`config.mk`:
```
export PLATFORM = sky130hd
export DESIGN_NAME = md5_block_sched
export DESIGN_NICKNAME = d
export VERILOG_FILES = /design/src/rtl/md5_block_sched.sv
export SDC_FILE = /design/constraint.sdc
export NUM_CORES = 1
export LEC_CHECK = 0
export ABC_AREA = 1
export BUFFER_PORTS_ARGS = -buffer_cell sky130_fd_sc_hd__clkbuf_2
export CAP_MARGIN = 20
export CORE_AREA = 2 2 367 369
export CTS_BUF_LIST = sky130_fd_sc_hd__clkbuf_8
export CTS_CLUSTER_SIZE = 14
export DETAILED_ROUTE_END_ITERATION = 7
export DIE_AREA = 0 0 369 371
export GPL_TIMING_DRIVEN = 0
export PLACE_DENSITY = 0.52
export SLEW_MARGIN = 20
export SYNTH_ARGS = -nofsm -noshare
export SYNTH_HDL_FRONTEND = slang
export SYNTH_SLANG_ARGS = --single-unit
```
`constraint.sdc`:
```
create_clock -name clk -period 8.2 [get_ports clk]
set_clock_uncertainty 0.2 [all_clocks]
set_input_delay 0.82 -clock clk [delete_from_list [all_inputs] [get_ports clk]]
set_output_delay 0.82 -clock clk [all_outputs]
set_load 0.005 [all_outputs]
```
`src/rtl/md5_block_sched.sv`:
```
// md5_block_sched: buffers a 32-bit word stream into 16-word blocks, applies MD5 padding and length, sequences the core and chains the digest
module md5_block_sched #(
   parameter int          LEN_W = 32,
   parameter logic [31:0] IV_A  = 32'h67452301,
   parameter logic [31:0] IV_B  = 32'hefcdab89,
   parameter logic [31:0] IV_C  = 32'h98badcfe,
   parameter logic [31:0] IV_D  = 32'h10325476
) (
   input  logic         clk,
   input  logic         rst,
   input  logic         start,
   input  logic         in_valid,
   output logic         in_ready,
   input  logic [31:0]  in_data,
   input  logic         in_last,
   input  logic [2:0]   in_bytes,
   output logic         core_start,
   output logic [511:0] core_block,
   output logic [31:0]  core_a,
   output logic [31:0]  core_b,
   output logic [31:0]  core_c,
   output logic [31:0]  core_d,
   input  logic         core_done,
   input  logic [31:0]  core_ra,
   input  logic [31:0]  core_rb,
   input  logic [31:0]  core_rc,
   input  logic [31:0]  core_rd,
   output logic         digest_valid,
   output logic [127:0] digest,
   output logic         busy
);
   typedef enum logic [2:0] {IDLE, FILL, PAD, LEN, ISSUE, WAIT, ADD, DONE} state_t;
   state_t state, state_n;
   logic [31:0] blk [16];
   logic [4:0] wptr;
   logic [LEN_W-1:0] byte_cnt;
   logic [31:0] a, b, c, d, ra, rb, rc, rd;
   logic need_len, final_blk, pend80, accept, pad_len;
   logic [31:0] last_word;
   logic [63:0] bitlen;
   assign accept = in_valid && in_ready;
   assign in_ready = state == FILL && !wptr[4];
   // pend80: the 0x80 marker belongs in word wptr; otherwise it already sits in word wptr-1
   assign pad_len = pend80 ? wptr <= 5'd13 : wptr <= 5'd14;
   assign bitlen = 64'({byte_cnt, 3'b000});
   assign core_start = state == ISSUE;
   assign core_a = a;
   assign core_b = b;
   assign core_c = c;
   assign core_d = d;
   assign digest = {a, b, c, d};
   assign digest_valid = state == DONE;
   assign busy = state != IDLE && state != DONE;
   // the buffer is never written during ISSUE/WAIT, so it doubles as the held core block
   for (genvar g = 0; g < 16; g++) begin : g_blk
      assign core_block[32*g +: 32] = blk[g];
   end
   // final word: keep valid bytes, place the 0x80 marker right after them, clear the rest
   always_comb begin
      last_word = in_data;
      for (int k = 0; k < 4; k++)
         last_word[8*k +: 8] = 3'(k) < in_bytes ? in_data[8*k +: 8] : 3'(k) == in_bytes ? 8'h80 : 8'h00;
   end
   // state register
   always_ff @(posedge clk)
      state <= rst ? IDLE : state_n;
   // next-state logic
   always_comb begin
      state_n = state;
      case (state)
         IDLE, DONE: state_n = start ? FILL : state;
         FILL:       state_n = !accept ? FILL : in_last ? PAD : wptr == 5'd15 ? ISSUE : FILL;
         PAD:        state_n = pad_len ? LEN : ISSUE;
         LEN:        state_n = ISSUE;
         ISSUE:      state_n = WAIT;
         WAIT:       state_n = core_done ? ADD : WAIT;
         ADD:        state_n = final_blk ? DONE : need_len ? LEN : FILL;
         default:    state_n = IDLE;
      endcase
   end
   // block buffer, counters, chaining values and padding flags
   always_ff @(posedge clk) begin
      if (rst) begin
         for (int i = 0; i < 16; i++) blk[i] <= '0;
         wptr <= '0;
         byte_cnt <= '0;
         {a, b, c, d} <= '0;
         {ra, rb, rc, rd} <= '0;
         need_len <= 1'b0;
         final_blk <= 1'b0;
         pend80 <= 1'b0;
      end else begin
         case (state)
            IDLE, DONE: if (start) begin
               {a, b, c, d} <= {IV_A, IV_B, IV_C, IV_D};
               byte_cnt <= '0;
               wptr <= '0;
               need_len <= 1'b0;
               final_blk <= 1'b0;
               pend80 <= 1'b0;
            end
            FILL: if (accept) begin
               blk[wptr[3:0]] <= in_last ? last_word : in_data;
               wptr <= wptr + 5'd1;
               byte_cnt <= byte_cnt + (in_last ? LEN_W'(in_bytes) : LEN_W'(4));
               pend80 <= in_last && in_bytes >= 3'd4;
            end
            PAD: begin
               for (int i = 0; i < 16; i++)
                  if (5'(i) >= wptr) blk[i] <= pend80 && pad_len && 5'(i) == wptr ? 32'h80 : 32'h0;
               need_len <= !pad_len;
               pend80 <= pend80 && !pad_len;
            end
            LEN: begin
               blk[14] <= bitlen[31:0];
               blk[15] <= bitlen[63:32];
               final_blk <= 1'b1;
            end
            WAIT: if (core_done) {ra, rb, rc, rd} <= {core_ra, core_rb, core_rc, core_rd};
            ADD: begin
               a <= a + ra;
               b <= b + rb;
               c <= c + rc;
               d <= d + rd;
               wptr <= '0;
               if (need_len) begin
                  for (int i = 0; i < 16; i++) blk[i] <= i == 0 && pend80 ? 32'h80 : 32'h0;
                  need_len <= 1'b0;
                  pend80 <= 1'b0;
               end
            end
            default: ;
         endcase
      end
   end
endmodule
```
Yosys cells after proc, flatten, opt, wreduce, memory -nomap -nowiden

Memory sizes are Yosys's and may differ from the RTL's.
Cells that the tools add are included.

Memories: 1
Bits in writable memories: 512
Output and inout bits: 772
Register bits after elaboration: 299

Equality and inequality tests: 30
Bitwise logic cells: 34
Multiplexer cells: 171
$lt $le $gt $ge: 23
Add/sub/neg operators: 6
Reductions and logical operators: 43

Memory list:

| memory | words | bits a word | read ports | clocked after memory_dff | write ports | line | RTL |
|---|---|---|---|---|---|---|---|
| blk    | 16    | 32          | 16         | 0                        | 16          | 34   | `logic [31:0] blk [16];` |

Operators with widths:

| operator                                                                         | number |
|---|---|
| 32-bit two-way mux                                                               | 42 |
| 32-bit one-hot mux with 2 select lines                                           | 5 |
| 8-bit two-way mux                                                                | 25 |
| 32-bit adder                                                                     | 4 |
| 1-bit two-way mux                                                                | 82 |
| 4-bit by 5-bit == test with 1-bit output, first input constant                   | 8 |
| 4-bit by 5-bit >= comparator with 1-bit output, first input constant             | 8 |
| 1-bit OR                                                                         | 34 |
| 32-bit by 3-bit adder with 32-bit output                                         | 1 |
| 32-bit OR reduction                                                              | 1 |
| 1-bit logical AND                                                                | 22 |
| 3-bit two-way mux                                                                | 7 |
| 3-bit one-hot mux with 7 select lines                                            | 1 |
| 3-bit by 5-bit == test with 1-bit output, first input constant                   | 4 |
| 3-bit by 5-bit >= comparator with 1-bit output, first input constant             | 4 |
| 5-bit one-hot mux with 3 select lines                                            | 1 |
| 3-bit == test, second input constant                                             | 4 |
| 2-bit by 5-bit == test with 1-bit output, first input constant                   | 2 |
| 1-bit by 5-bit >= comparator with 1-bit output, first input constant             | 2 |
| 2-bit by 5-bit >= comparator with 1-bit output, first input constant             | 2 |
| 5-bit by 4-bit less-or-equal comparator with 1-bit output, second input constant | 2 |
| 5-bit two-way mux                                                                | 2 |
| 3-bit nonzero test                                                               | 3 |
| 2-bit AND reduction                                                              | 4 |
| other kinds (25)                                                                 | 37 |

Longest topological paths before layout

Gate-level depths: netlist of run 1.

Depth after elaboration: 9
Mapped depth: 16
Gate-level depth less buffers: 16

Worst setup path before layout of run 1

Ideal clock, no wire load.

Path type: input -> register
Start point: input rst
End point: memory blk[13][0], enable pin
Setup time: 431 ps
Required time: 7569 ps
Setup slack: 4920 ps
Path buffers: 2
Arrival time: 2650 ps
Stages on the path: 6
Path through: buf_2 clkinv_1 nand2_1 inv_1 clkbuf_1 o211ai_1

RTL lines:

| what               | line | RTL |
|---|---|---|
| start: declaration | 10   | `input logic rst,` |
| end: declaration   | 34   |  |

==> results.py, run 1 <==
metrics = {
    "yosys": {
        "synth_nets": 5182,
        "netlist.area_leader.share": 0.3829,
        "yosys_register_bits": 811,
        "async_flop_share": 0,
        "synth.largest_area_cell": "edfxtp_1",
        "synth_cells": 4877,
        "syn_avg_cell_area_um2": 8.232,
        "syn-cell-area_mm2": 0.04015,
        "synth_seq_area_share": 0.5320,
        "ys.flop_type": "edfxtp_1",
        "ys_warn_count": 0,
        "synth_area_leaders": "edfxtp_1, dfxtp_1, nand2_1",
        "synth_most_common_cell": "nand2_1",
        "ys_top_cells_by_count": "nand2_1, nor2_1, inv_1",
        "synth_edf_count": 512,
        "synth_cell_types": 49,
    },
    "detailed_routing": {
        "vias": 37426,
        "routed_wl_mm": 179.6,
        "firstDrtPassIters": 5,
        "routedWlPerCell_um": 22.50,
        "drt_iter0_markers": 2931,
        "viasPerCell": 4.688,
        "drc": 0,
        "ant_nets": 0,
    },
    "sta": {
        "fin_crit_ps": 3700,
        "final.period_utilization": 0.4512,
        "max_slew_margin": 0.2371,
        "hold_viol_final": 0,
        "hold_ws_ps": 58.36,
        "finalSetupViolCount": 0,
        "fin_setup_tns_ps": 0,
        "slew_viol_final": 0,
        "max_freq_ghz": 0.2703,
        "rsz0062_at_grt": "no",
        "layout_setup_ws_ps": 4500,
        "worstMarginPinSlew_ps": 1144,
    },
    "hold_path": {
        "hold_start": "core_rd[22]",
        "hold_path_depth": 3,
        "hold_end": "rd[22]$_SDFFE_PP0P_",
        "min_path_type": "in -> reg",
    },
    "global_routing": {
        "first_global_vias": 35781,
        "grt_max_degree": 33,
        "grt_pass1_wl_mm": 249.5,
        "antenna_found_initial": 8,
        "grtUsageTotal": 0.2537,
        "overflow": 0,
    },
    "power": {
        "power_w": 0.01106,
        "peakVddDrop_uv": 146.5,
        "p_leak_nw": 24.83,
        "p_per_area_mw_per_mm2": 214.5,
    },
    "setup_path": {
        "timing.rr.start": "wptr[0]$_SDFFE_PP0P_",
        "worstPathCellList": "clkbuf_1 -> inv_1 -> ha_1 -> nand3_1 -> clkbuf_1 -> nand2_2 -> buf_16",
        "crit_path_start_kind": "flip-flop",
        "slowest_delay_ps": 560,
        "cp_data_required_time_ps": 8640,
        "r2r-end": "blk[4][4]$_SDFFCE_PN0P_",
        "cp_max_fo": 18,
        "timing.setup.critical_path_class": "reg -> reg",
        "startpoint": "wptr[0]$_SDFFE_PP0P_",
        "cp_common_cell": "clkbuf_1",
        "slowest_stage": "clkbuf_1",
        "reg2reg_setup_slack_ps": 4500,
        "endpoint_kind": "flip-flop",
        "worstRegToRegCells": 7,
        "arrival_ps": 4140,
    },
    "clock_tree": {
        "cts_root_buffer": "clkbuf_8",
        "clk_pin_slew_ps": 60,
        "cts_tree": "done",
        "htreeDepth": 4,
        "cts_setup_buffers": 0,
        "numClockSinks": 811,
        "clk_latency_ps": 910,
        "cts_buffers": 149,
        "clockBufferDepth": 3,
    },
    "die": {
        "coreArea_mm2": 0.1328,
        "initial_core_util": 0.3024,
        "die_area_mm2": 0.1369,
        "die_x_um": 369,
        "die_h_um": 371,
        "ios": 941,
        "rows": 134,
    },
    "place": {
        "globalplace.congestion": 0.9356,
        "portBuffers": 939,
        "dp_hpwl_mm": 142.0,
        "place_ws_ps": 3650,
        "dp.cells": 7609,
    },
    "layout": {
        "drive_gt1_frac": 0.2291,
        "nNetsFinal": 6404,
        "synthToLayoutAreaGrowth_pct": 28.43,
        "fin_cells": 7984,
    },
    "run": {
        "max_cap_violations": 0,
    },
    "status": {
        "status": "completed",
    },
}
cell families (layout without fill, tap and decap cells):
group,after synthesis,count (layout),synth area share
buffers and inverters,927,2261,0.1007
other,0,5,0
adder cells (fa/ha/maj),136,136,0.04332
XOR/XNOR,16,16,0.003490
AO/OA/AOI/OAI,588,588,0.07975
AND/OR/NAND/NOR,2399,2399,0.2407
flip-flops,811,811,0.5320
placed cells by master, fill, tap and decap left out, types with 13 or more instances in the layout:
| cell | Yosys | routed |
|---|---|---|
| buf_2 | 58 | 58 |
| nand2_2 | 10 | 13 |
| clkinv_1 | 4 | 23 |
| edfxtp_1 | 512 | 512 |
| o211ai_1 | 16 | 16 |
| nand4_1 | 44 | 44 |
| or2_2 | 16 | 16 |
| clkbuf_8 | 0 | 161 |
| xor2_1 | 14 | 14 |
| nor2_1 | 978 | 978 |
| ha_1 | 131 | 131 |
| nand3_1 | 232 | 222 |
| nor3_1 | 46 | 46 |
| buf_4 | 131 | 142 |
| o21bai_1 | 15 | 15 |
| dlygate4sd3_1 | 0 | 107 |
| dfxtp_1 | 299 | 299 |
| clkbuf_2 | 0 | 944 |
| o22ai_1 | 26 | 26 |
| inv_1 | 605 | 654 |
| nand2_1 | 1044 | 1041 |
| clkbuf_1 | 106 | 101 |
| a21oi_1 | 238 | 238 |
| o21ai_0 | 247 | 247 |
how the worst max path moves through the flow:
stage / slack, ps / to
floorplan: 4920 / blk[13][0]$_SDFFCE_PN0P_
global placement: 2590 / blk[2][3]$_SDFFCE_PN0P_
detailed placement: 3650 / blk[13][19]$_SDFFCE_PN0P_
CTS: 4480 / blk[4][4]$_SDFFCE_PN0P_
global route: 4290 / blk[4][4]$_SDFFCE_PN0P_
finish: 4500 / blk[4][4]$_SDFFCE_PN0P_
routing by layer:
| metal | part of all wire | vias up | GRT usage |
|---|---|---|---|
| li1 | - | 18110 | - |
| met4 | 0.035 | 2 | 0.09019 |
| met2 | 0.51 | 1489 | 0.4646 |
| met1 | 0.39 | 17557 | 0.2913 |
| met5 | 0.000061 | - | 0 |
| met3 | 0.064 | 268 | 0.05067 |
metrics by stage:
step	util	instance area, µm²
final	0.3883	51570
after global routing	0.3883	51570
after CTS	0.3882	51550
after detailed placement	0.3579	47530
after global placement	0.3544	47060
after floorplan	-	40150
worst max-delay path: cells and delay by family, from the launching register on:
kind | cells | cell delay (ps)
fa+ha+maj | 1 | 340
flops | 1 | 360
simple gates | 2 | 950
buf+inv | 4 | 1570
state kept, by name, indices dropped and copies added, names as in the netlist:
signal	count
blk	512
byte_cnt	32
core_a	32
core_b	32
core_c	32
core_d	32
final_blk	1
need_len	1
pend80	1
ra	32
rb	32
rc	32
rd	32
state	3
wptr	5
power by group:
group	switching [W]	leakage (nW)	internal [W]
Combinational	0.00138	15.4	0.000742
Sequential	0.000288	7.74	0.00469
Clock	0.00190	1.68	0.00206
area by class of cell:
cell class	instances	area (µm²)
fillers	13921	81220
flip-flops and latches	811	21360
multi-input cells	3139	14820
repair buffers	1071	6157
inverters	620	2327
clock buffers	161	2216
well taps	1768	2212
plain buffers	307	1723
clock inverters	102	739.5
diodes	5	12.51
repair_timing:
action | CTS | global route
hold buffers | 107 | 0
hold endpoints to repair | 107 | 0
resized for setup | 0 | 0
No activity file was read; power rests on OpenSTA's default activity.
==> run 2, diff against run 1 <==
==> constraint.sdc (replaced) <==
create_clock -name clk -period 3.8 [get_ports clk]
set_clock_uncertainty 0.2 [all_clocks]
set_input_delay 0.38 -clock clk [delete_from_list [all_inputs] [get_ports clk]]
set_output_delay 0.38 -clock clk [all_outputs]
set_load 0.005 [all_outputs]
==> run 2 against run 1 <==
Effect of this change:
- largest power group unchanged
- critical path type unchanged
- setup slack lost 4300 ps
- fmax rose by 3.7%
- cell area is 1.2% higher
- utilization is 0.48 points higher
- worst hold slack worse by 24 ps
- largest cell class unchanged
- critical path depth unchanged
- first-iteration DRC count is 1.9% lower
==> results.py, run 2 (synthesis results as in run 1) <==
metrics = {
    "clock_tree": {
        "clk_pin_slew_ps": 60,
        "cts_root_buffer": "clkbuf_8",
        "htreeDepth": 4,
        "cts_setup_buffers": 0,
        "clockBufferDepth": 3,
        "cts_tree": "done",
        "numClockSinks": 811,
        "clk_latency_ps": 900,
        "cts_buffers": 149,
    },
    "power": {
        "p_per_area_mw_per_mm2": 458.2,
        "peakVddDrop_uv": 313.8,
        "p_leak_nw": 25.10,
    },
    "setup_path": {
        "timing.setup.critical_path_class": "reg -> reg",
        "crit_path_start_kind": "flip-flop",
        "endpoint_kind": "flip-flop",
        "cp_max_fo": 23,
        "cp_data_required_time_ps": 4220,
        "arrival_ps": 3990,
    },
    "sta": {
        "max_freq_ghz": 0.2802,
        "fin_crit_ps": 3569,
        "finalSetupViolCount": 0,
        "layout_setup_ws_ps": 231.2,
        "hold_ws_ps": 34.28,
        "slew_viol_final": 0,
        "worstMarginPinSlew_ps": 1156,
        "final.period_utilization": 0.9392,
        "hold_viol_final": 0,
        "rsz0062_at_grt": "no",
        "max_slew_margin": 0.2291,
    },
    "layout": {
        "fill_cells": 13871,
        "synthToLayoutAreaGrowth_pct": 30.02,
        "nNetsFinal": 6467,
        "drive_gt1_frac": 0.2270,
        "largest_register_ffs": 512,
        "regMostFlops": "blk",
        "layout_commonest_cell": "nand2_1",
        "layout_common_cells": "nand2_1, nor2_1, clkbuf_2",
    },
    "detailed_routing": {
        "routed_wl_mm": 180.3,
        "ant_nets": 0,
        "firstDrtPassIters": 6,
        "drc": 0,
        "viasPerCell": 4.696,
        "vias": 37791,
        "drt_iter0_markers": 2875,
        "routedWlPerCell_um": 22.41,
    },
    "die": {
        "initial_core_util": 0.3024,
        "ios": 941,
        "rows": 134,
        "die_area_mm2": 0.1369,
        "die_x_um": 369,
        "coreArea_mm2": 0.1328,
        "die_h_um": 371,
    },
    "global_routing": {
        "grt_max_degree": 33,
        "antenna_found_initial": 8,
        "first_global_vias": 36230,
        "grt_pass1_wl_mm": 251.1,
        "grt.met2_usage": 0.4649,
        "grt-busiest-layer": "met2",
        "grt_util_met1": 0.2885,
        "overflow": 0,
        "use_met3": 0.05554,
        "grtUsageTotal": 0.2549,
    },
    "place": {
        "place_ws_ps": -310.3,
        "portBuffers": 939,
        "dp_hpwl_mm": 142.0,
        "globalplace.congestion": 0.9356,
    },
    "hold_path": {
        "min_path_type": "in -> reg",
    },
    "run": {
        "max_cap_violations": 0,
    },
    "status": {
        "status": "completed",
    },
}
run 2: final cells by class:
class / count / area [µm²] / area share
inverter: 620 / 2327 / 0.04458
multi-input combinational: 3139 / 14820 / 0.2838
clock buffer: 161 / 2216 / 0.04245
buffer: 306 / 1720 / 0.03296
clock inverter: 102 / 739.5 / 0.01416
sequential: 811 / 21360 / 0.4092
tap: 1768 / 2212 / 0.04237
timing repair buffer: 1135 / 6798 / 0.1302
antenna: 5 / 12.51 / 0.0002397
run 2: worst paths after layout:
kind	to	slack (ps)	cells past startpoint	from
worst max-delay path	blk[12][9]$_SDFFCE_PN0P_	230	7	wptr[0]$_SDFFE_PP0P_
worst min-delay path	byte_cnt[5]$_SDFFE_PP0P_	30	4	rst
worst max register to register	blk[12][9]$_SDFFCE_PN0P_	230	7	wptr[0]$_SDFFE_PP0P_
worst min register to register	need_len$_SDFFE_PP0P_	280	2	need_len$_SDFFE_PP0P_
run 2: what timing repair did:
| item | CTS | global route |
|---|---|---|
| endpoints found under the hold margin | 249 | 0 |
| endpoints found under the setup margin | 0 | 25 |
| gates resized for setup | 0 | 2 |
| hold buffers | 171 | 0 |
run 2: worst max-delay path: stages (launching register included):
cell and delay, ps:
dfxtp_1 360, clkbuf_1 430, inv_1 240, ha_1 330
nand3_1 440, clkbuf_1 510, nand3_2 450, buf_12 310
run 2: power breakdown:
part	switching, W	internal [W]
clock	0.00409	0.00445
combinational	0.00300	0.00165
sequential	0.000616	0.0101
total	0.00771	0.0162
run 2: through the flow:
step	total power, W	util	TNS, ps	cells	area (µm²)
after floorplan	0.01290	-	0	4877	40150
after global placement	0.01536	0.3544	-363400	7584	47060
after detailed placement	0.01543	0.3579	-3900	7609	47530
after CTS	0.02411	0.3931	0	8043	52190
after global routing	0.02489	0.3931	0	8046	52200
final	0.02392	0.3931	0	8047	52200
run 2: metal layers:
metal	wire, µm	part of all wire	up-vias
met4	7086	0.039	4
met1	69850	0.39	17710
met3	11890	0.066	311
met5	25	0.00014	-
met2	91470	0.51	1523
li1	-	-	18243
